`src/rtl/oai211_bist_pkg.sv`:
```
// oai211_bist_pkg: shared types and limits for the oai211 cell self-test sequencer.
package oai211_bist_pkg;
  typedef enum logic [1:0] {IDLE, SETTLE, SAMPLE, FINISH} state_t;
  localparam int NUM_VEC = 16;
  localparam int VEC_W = 4;
  localparam int FAIL_CNT_W = 8;
  localparam int FAIL_CNT_MAX = 255;
  localparam int CNT_W = 4;
  localparam int SWEEP_W = 5;
  localparam int SETTLE_MIN = 1;
  localparam int SETTLE_MAX = 15;
  localparam int SWEEPS_MIN = 1;
  localparam int SWEEPS_MAX = 31;
endpackage

```
`src/rtl/oai211_cell_bist_if.sv`:
```
// oai211_cell_bist_if: run handshake, cell drive/response and result bundle.
interface oai211_cell_bist_if;
  import oai211_bist_pkg::*;
  logic START;
  logic ABORT;
  logic ZN;
  logic A1;
  logic A2;
  logic B;
  logic C;
  logic BUSY;
  logic DONE;
  logic PASS;
  logic ABORTED;
  logic [FAIL_CNT_W-1:0] FAIL_CNT;
  logic FAIL_VLD;
  logic [VEC_W-1:0] FIRST_FAIL_VEC;
  modport master (
    output START, ABORT, ZN,
    input  A1, A2, B, C, BUSY, DONE, PASS, ABORTED, FAIL_CNT, FAIL_VLD, FIRST_FAIL_VEC
  );
  modport slave (
    input  START, ABORT, ZN,
    output A1, A2, B, C, BUSY, DONE, PASS, ABORTED, FAIL_CNT, FAIL_VLD, FIRST_FAIL_VEC
  );
endinterface

```
`src/rtl/oai211_golden.sv`:
```
// oai211_golden: reference function ZN = ~((A1|A2) & B & C) for a {A1,A2,B,C} vector.
module oai211_golden
  import oai211_bist_pkg::*;
(
  input  logic [VEC_W-1:0] vec,
  output logic             zn
);
  assign zn = ~((vec[3] | vec[2]) & vec[1] & vec[0]);
endmodule

```
`src/rtl/oai211_cell_bist.sv`:
```
// oai211_cell_bist: sweeps all 16 vectors into an oai211 cell and scores ZN against the golden function.
module oai211_cell_bist
  import oai211_bist_pkg::*;
#(
  parameter int SETTLE_CYCLES = 2,
  parameter int SWEEPS = 1
) (
  input logic CLK,
  input logic RN,
  oai211_cell_bist_if.slave io
);
  if (SETTLE_CYCLES < SETTLE_MIN || SETTLE_CYCLES > SETTLE_MAX || SWEEPS < SWEEPS_MIN || SWEEPS > SWEEPS_MAX) begin : g_bad_param
    $error("oai211_cell_bist: SETTLE_CYCLES or SWEEPS out of range");
  end
  localparam logic [CNT_W-1:0] SETTLE_LD = CNT_W'(SETTLE_CYCLES);
  state_t state, state_nxt;
  logic [VEC_W-1:0] vec, vec_nxt, first_fail, first_nxt;
  logic [SWEEP_W-1:0] sweep, sweep_nxt;
  logic [CNT_W-1:0] cnt, cnt_nxt;
  logic [FAIL_CNT_W-1:0] fail_cnt, fail_cnt_nxt;
  logic fail_vld, fail_vld_nxt, pass, pass_nxt, aborted, aborted_nxt;
  logic gold_zn, mis, last_vec, last_sweep, abort_hit;
  oai211_golden u_golden (.vec(vec), .zn(gold_zn));
  assign mis = (state == SAMPLE) && (io.ZN != gold_zn);
  assign last_vec = vec == VEC_W'(NUM_VEC - 1);
  assign last_sweep = sweep == SWEEP_W'(SWEEPS - 1);
  assign abort_hit = io.ABORT && (state == SETTLE || state == SAMPLE);
  always_comb begin
    state_nxt = state;
    vec_nxt = vec;
    sweep_nxt = sweep;
    cnt_nxt = cnt;
    fail_cnt_nxt = (mis && fail_cnt != FAIL_CNT_W'(FAIL_CNT_MAX)) ? fail_cnt + 1'b1 : fail_cnt;
    fail_vld_nxt = fail_vld | mis;
    first_nxt = (mis && !fail_vld) ? vec : first_fail;
    pass_nxt = pass;
    aborted_nxt = aborted;
    case (state)
      IDLE: if (io.START) begin
        state_nxt = SETTLE;
        vec_nxt = '0;
        sweep_nxt = '0;
        cnt_nxt = SETTLE_LD;
        fail_cnt_nxt = '0;
        fail_vld_nxt = 1'b0;
        first_nxt = '0;
        pass_nxt = 1'b0;
        aborted_nxt = 1'b0;
      end
      SETTLE: begin
        state_nxt = (cnt == CNT_W'(1)) ? SAMPLE : SETTLE;
        cnt_nxt = cnt - 1'b1;
      end
      SAMPLE: if (last_vec && last_sweep) begin
        state_nxt = FINISH;
        vec_nxt = '0;
        pass_nxt = fail_cnt_nxt == '0;
      end else begin
        state_nxt = SETTLE;
        vec_nxt = vec + 1'b1;
        sweep_nxt = last_vec ? sweep + 1'b1 : sweep;
        cnt_nxt = SETTLE_LD;
      end
      default: state_nxt = IDLE;
    endcase
    // abort overrides sequencing but keeps the mismatch scored in this cycle
    if (abort_hit) begin
      state_nxt = IDLE;
      vec_nxt = '0;
      pass_nxt = 1'b0;
      aborted_nxt = 1'b1;
    end
  end
  always_ff @(posedge CLK or negedge RN)
    if (!RN) begin
      state <= IDLE;
      vec <= '0;
      sweep <= '0;
      cnt <= '0;
      fail_cnt <= '0;
      fail_vld <= 1'b0;
      first_fail <= '0;
      pass <= 1'b0;
      aborted <= 1'b0;
    end else begin
      state <= state_nxt;
      vec <= vec_nxt;
      sweep <= sweep_nxt;
      cnt <= cnt_nxt;
      fail_cnt <= fail_cnt_nxt;
      fail_vld <= fail_vld_nxt;
      first_fail <= first_nxt;
      pass <= pass_nxt;
      aborted <= aborted_nxt;
    end
  assign {io.A1, io.A2, io.B, io.C} = vec;
  assign io.BUSY = state == SETTLE || state == SAMPLE;
  assign io.DONE = state == FINISH;
  assign io.PASS = pass;
  assign io.ABORTED = aborted;
  assign io.FAIL_CNT = fail_cnt;
  assign io.FAIL_VLD = fail_vld;
  assign io.FIRST_FAIL_VEC = first_fail;
endmodule

```
`src/flat_wrapper.sv`:
```
// flat-port wrapper written by rule: the top's interface ports become plain ports
module oai211_cell_bist_flat import oai211_bist_pkg::*;
#(
  parameter int SETTLE_CYCLES = 2,
  parameter int SWEEPS = 1
)
  (CLK, RN, io_START, io_ABORT, io_ZN, io_A1, io_A2, io_B, io_C, io_BUSY, io_DONE, io_PASS, io_ABORTED, io_FAIL_CNT, io_FAIL_VLD, io_FIRST_FAIL_VEC);
  oai211_cell_bist_if io_i ();
  input logic CLK;
  input logic RN;
  input wire logic [$bits(io_i.START)-1:0] io_START;
  input wire logic [$bits(io_i.ABORT)-1:0] io_ABORT;
  input wire logic [$bits(io_i.ZN)-1:0] io_ZN;
  output wire logic [$bits(io_i.A1)-1:0] io_A1;
  output wire logic [$bits(io_i.A2)-1:0] io_A2;
  output wire logic [$bits(io_i.B)-1:0] io_B;
  output wire logic [$bits(io_i.C)-1:0] io_C;
  output wire logic [$bits(io_i.BUSY)-1:0] io_BUSY;
  output wire logic [$bits(io_i.DONE)-1:0] io_DONE;
  output wire logic [$bits(io_i.PASS)-1:0] io_PASS;
  output wire logic [$bits(io_i.ABORTED)-1:0] io_ABORTED;
  output wire logic [$bits(io_i.FAIL_CNT)-1:0] io_FAIL_CNT;
  output wire logic [$bits(io_i.FAIL_VLD)-1:0] io_FAIL_VLD;
  output wire logic [$bits(io_i.FIRST_FAIL_VEC)-1:0] io_FIRST_FAIL_VEC;
  assign io_i.START = io_START;
  assign io_i.ABORT = io_ABORT;
  assign io_i.ZN = io_ZN;
  assign io_A1 = io_i.A1;
  assign io_A2 = io_i.A2;
  assign io_B = io_i.B;
  assign io_C = io_i.C;
  assign io_BUSY = io_i.BUSY;
  assign io_DONE = io_i.DONE;
  assign io_PASS = io_i.PASS;
  assign io_ABORTED = io_i.ABORTED;
  assign io_FAIL_CNT = io_i.FAIL_CNT;
  assign io_FAIL_VLD = io_i.FAIL_VLD;
  assign io_FIRST_FAIL_VEC = io_i.FIRST_FAIL_VEC;
  oai211_cell_bist #(.SETTLE_CYCLES(SETTLE_CYCLES), .SWEEPS(SWEEPS)) u_core (.CLK(CLK), .RN(RN), .io(io_i));
endmodule
```
`config.mk`:
```
export PLATFORM = sky130hd
export DESIGN_NAME = oai211_cell_bist_flat
export DESIGN_NICKNAME = d
export VERILOG_FILES = /design/src/rtl/oai211_bist_pkg.sv /design/src/rtl/oai211_cell_bist_if.sv /design/src/rtl/oai211_golden.sv /design/src/rtl/oai211_cell_bist.sv /design/src/flat_wrapper.sv
export SDC_FILE = /design/constraint.sdc
export NUM_CORES = 1
export LEC_CHECK = 0
export ABC_AREA = 1
export BUFFER_PORTS_ARGS = -buffer_cell sky130_fd_sc_hd__buf_2
export CAP_MARGIN = 40
export CORE_ASPECT_RATIO = 1.5
export CORE_MARGIN = 2
export CORE_UTILIZATION = 51
export DETAILED_ROUTE_END_ITERATION = 12
export PLACE_DENSITY = 0.73
export SYNTH_ARGS = -nofsm -noshare
export SYNTH_HDL_FRONTEND = slang
export SYNTH_HIERARCHICAL = 1
export SYNTH_SLANG_ARGS = --single-unit
```
`constraint.sdc`:
```
create_clock -name CLK -period 1.65 [get_ports CLK]
set_input_delay 0.165 -clock CLK [delete_from_list [all_inputs] [get_ports CLK]]
set_output_delay 0.165 -clock CLK [all_outputs]
set_load 0.02 [all_outputs]
```
==> summary.log <==
INFO  job            drv.max_cap_violation_count=0
INFO  synth          distinct_cell_type_count_of_the_synthesized_netlist=28
INFO  synth          synth_largest_type_area_fraction=0.420
INFO  critical_path  cp_slowest_cell=dfrtp_2
INFO  clock_network  clock_tree_from_tritoncts=done
INFO  critical_path  crit_chain=nand2_2 -> inv_1 -> nand2_2 -> nand2_2 -> nand2_4 -> nor2_4 -> nand2_4 -> inv_2 -> nand2_1 -> nand2_1 -> inv_1 -> nand2_1 -> nor2_1 -> nand2_1 -> nand2_1
INFO  floorplan      floorplan.initialDensity=0.528
INFO  sta            final_critical_period=1.57ns
INFO  critical_path  timing.critical_path.arrival=1.74ns
INFO  sta            min_period_over_period=0.951
INFO  critical_path  worst_setup_path_endpoint=u_core/io.PASS
INFO  synth          synth_nets=245
INFO  power_and_ir_drop switching_share=0.387
INFO  critical_path  cp_max_fo=7
INFO  floorplan      design.die.area=4000µm²
INFO  power_and_ir_drop power_share_of_the_clock_group=0.242
INFO  clock_network  number_of_buffers_created_by_cts=5
INFO  sta            final.setup_skew=0.00493ns
INFO  sta            finalSetupViolCount=0
INFO  floorplan      die_y=76.5µm
INFO  synth          syn_area_per_cell=7.76µm²
INFO  floorplan      fp.coreArea=3380µm²
INFO  critical_path  timing.critical_path.mode_cell=nand2_1
INFO  global_route   grt_first_pass_wirelength=6.73mm
INFO  drt            postRouteAntennaNets=0
INFO  min_path       worstHoldPathType=in -> reg
INFO  critical_path  critical_path.startpoint_type=flip-flop
INFO  synth          post_synth_main_area_contributors=dfrtp_1 42%, nand2_1 12%, ha_1 7.0%
INFO  sta            fmax=637MHz
INFO  critical_path  worstReg2RegEnd=u_core/io.PASS
INFO  critical_path  timing.critical_path.buf_inv=3
INFO  placement      hpwlAfterDp=2.93mm
INFO  synth          synth_top_cell_by_area=dfrtp_1
INFO  final_layout   finalNetCount=296
INFO  synth          synth.yosys.seq_area_share=0.420
INFO  power_and_ir_drop pwr_density_cell=1100nW/µm²
INFO  clock_network  max-clock-path-buffers=2
INFO  placement      place_congestion=0.815
INFO  clock_network  cts.sinks=30
INFO  final_layout   drive_gt1_frac=0.301
INFO  synth          synthesis.instances=230
INFO  sta            slew_headroom=0.553
INFO  final_layout   total_of_fill_cells_in_the_finished_design=312
INFO  critical_path  worst_setup_end_kind=flip-flop
INFO  floorplan      std_cell_rows=26
INFO  floorplan      io-pin-count=26
INFO  drt            post-route-drc-count=0
INFO  critical_path  critPathLaunch=u_core/vec[1]
INFO  clock_network  htree_num_levels=2
INFO  final_layout   stdcell_count=324
INFO  synth          ys_ff_latch=30
INFO  clock_network  clock-root-buffer=clkbuf_8
INFO  power_and_ir_drop power.static_leakage=1.23nW
INFO  critical_path  critPathMaxStageDelay=0.43ns
INFO  critical_path  reg2regPathDepth=15
INFO  critical_path  path_depth=15
INFO  global_route   gr-total-overflow=0
INFO  critical_path  path_class=reg -> reg
INFO  drt            vias_per_cell=4.99
INFO  global_route   antenna_violations_before_repair=0
INFO  sta            final-max-slew-violation-count=0
INFO  clock_network  clk-insertion-delay-late=0.28ns
INFO  global_route   gr-usage-all-layers=0.221
INFO  placement      placed_cells=312
INFO  drt            wl_per_cell=12.1µm
INFO  drt            dr_total_vias=1,616
INFO  power_and_ir_drop vdd.ir_drop.worst=0.841mV
INFO  critical_path  timing.critical_path.max_delay_family=simple AND/OR/NAND/NOR gates
INFO  drt            wire_length_after_detailed_routing=3.92mm
INFO  clock_network  clock_edge_transition_at_the_registers_on_the_reported_setup_and_hold_paths=0.06ns
INFO  final_layout   antenna_cells=0
INFO  final_layout   layout.cell_area.non_filler=2280µm²
INFO  drt            drt_first_iter_violations=36
INFO  power_and_ir_drop power_share_of_the_sequential_group=0.358
INFO  placement      post_dp_cell_area=2070µm²
INFO  power_and_ir_drop p_comb_frac=0.400
INFO  drt            firstDrtPassIters=4
INFO  synth          yosysWarningCount=6
INFO  critical_path  reg2reg_setup_slack=0.08ns
INFO  global_route   grt_pass1_vias=1,601
INFO  critical_path  cp.required=1.82ns
INFO  critical_path  reg2reg_from=u_core/vec[1]
INFO  final_layout   area_growth_syn_to_layout=27.7%
INFO  synth          mappedNetlistArea=1790µm²
INFO  global_route   maximum_number_of_pins_on_one_net_before_global_route_repair=31
INFO  status         outcome=completed
INFO  placement      port_buffers=25
INFO  sta            worst-slew-pin-transition=0.671ns
INFO  floorplan      floorplan.die.width=52.3µm
INFO  sta            hold_violations=0
INFO  power_and_ir_drop internal-power=0.00154W
INFO  power_and_ir_drop switching_power=0.000973W
==> synth_stat cells <==
| cell type | number |
|---|---|
| nor2_1 | 27 |
| o22ai_1 | 1 |
| nand2_2 | 7 |
| nor3_1 | 2 |
| nand2_1 | 57 |
| dfrtp_1 | 30 |
| buf_6 | 1 |
| nand2_4 | 1 |
| nor2_2 | 1 |
| o21ai_0 | 7 |
| o21ai_2 | 1 |
| a21oi_1 | 10 |
| a32o_1 | 1 |
| nand3b_1 | 1 |
| a21oi_2 | 1 |
| inv_2 | 4 |
| a22oi_1 | 1 |
| xor2_1 | 5 |
| nand4_1 | 3 |
| o31ai_1 | 6 |
| ha_1 | 10 |
| xnor2_1 | 2 |
| inv_1 | 31 |
| nand3_2 | 1 |
| nand3_1 | 15 |
| mux2i_1 | 1 |
| clkinv_1 | 1 |
| nor2_4 | 2 |
==> layer usage <==
| layer | GRT usage | vias up | part of all wire |
|---|---|---|---|
| li1 | - | 836 | - |
| met1 | 0.237 | 746 | 0.39 |
| met2 | 0.401 | 27 | 0.56 |
| met3 | 0.0412 | 7 | 0.028 |
| met4 | 0.0923 | 0 | 0.023 |
| met5 | 0 | - | 0 |
==> kinds of logic after synthesis <==
group                    after synthesis  share of synthesized area
flip-flops                            30                      0.420
adder cells (fa/ha/maj)               10                     0.0701
AO/OA/AOI/OAI                         28                     0.0960
XOR/XNOR                               7                     0.0343
multiplexers                           1                    0.00561
AND/OR/NAND/NOR                      117                      0.292
buffers and inverters                 37                     0.0820
==> state kept, by name, summed over array words and instances, names as in the netlist <==
register,cells
u_core/vec,4
u_core/cnt,4
u_core/state,2
u_core/io.PASS,1
u_core/io.FAIL_VLD,1
u_core/io.ABORTED,1
u_core/sweep,5
u_core/io.FIRST_FAIL_VEC,4
u_core/io.FAIL_CNT,8
==> worst min-delay path by stage <==
stage                        start                     to  slack, ns  cells past startpoint
after floorplan                 RN          u_core/cnt[0]      -0.13                      0
after global placement          RN  u_core/io.FAIL_CNT[2]       0.24                      1
after detailed placement        RN  u_core/io.FAIL_CNT[7]       0.24                      1
after CTS                 io_ABORT      u_core/io.ABORTED       0.27                      4
after global routing      io_ABORT      u_core/io.ABORTED       0.34                      4
final                     io_ABORT      u_core/io.ABORTED       0.30                      4
==> power by group through the flow <==
stage	clock network (W)	registers (W)	logic, W
floorplan	0	0.000957	0.000584
global placement	0	0.000904	0.000931
detailed placement	0	0.000906	0.000935
CTS	0.000627	0.000898	0.000943
global route	0.000652	0.000914	0.00114
finish	0.000609	0.000900	0.00101
==> cell usage in the layout (no fill, tap or decap), types with 2 or more instances in the layout <==
cell      Yosys  final
ha_4          0      2
inv_2         4      5
clkbuf_8      0      6
a21oi_1      10     10
o21ai_0       7      6
buf_4         0     18
nand4_1       3      3
xor2_1        5      5
nand3_1      15     15
o31ai_1       6      6
nor2_4        2      4
nand2_2       7     10
nor2_1       27     25
inv_1        31     29
ha_1         10      6
xnor2_1       2      2
dfrtp_1      30     28
ha_2          0      2
nor2_2        1      2
buf_2         0     25
nand2_1      57     52
nand2_4       1      3
dfrtp_2       0      2
==> final cells by class <==
type	count	area (µm²)	area share
Sequential cell	30	753	0.330
Multi-Input combinational cell	164	975	0.428
Clock buffer	7	86.3	0.0379
Inverter	36	138	0.0604
Timing Repair Buffer	44	270	0.119
Clock inverter	1	5.00	0.00220
Tap cell	42	52.6	0.0231
==> timing repair <==
action / CTS / global route
gates resized for setup: 0 / 25
buffers inserted: 0 / 2
gates cloned: 1 / 0
pin swaps: 1 / 5
endpoints found under the setup margin: 1 / 19
hold endpoints to repair: 30 / 0
hold buffers: 1 / 0
==> tightest hold or removal path, delay by kind of cell <==
family                 cells  cell delay (ns)
AND/OR/NAND/NOR            2             0.13
buffers and inverters      2             0.25
==> stage by stage <==
stage          total power [W]  worst slack [ns]  setup TNS [ns]  hold WS (ns)  utilization
2_1_floorplan          0.00154            0.0469               0        -0.131            -
3_3_place_gp           0.00183            0.0506               0         0.240        0.612
3_5_place_dp           0.00184           0.00619               0         0.239        0.612
4_1_cts                0.00247            0.0190               0         0.274        0.644
5_1_grt                0.00271           -0.0402          -0.109         0.343        0.674
6_report               0.00252            0.0808               0         0.302        0.674
No activity file was read; power rests on OpenSTA's default activity.
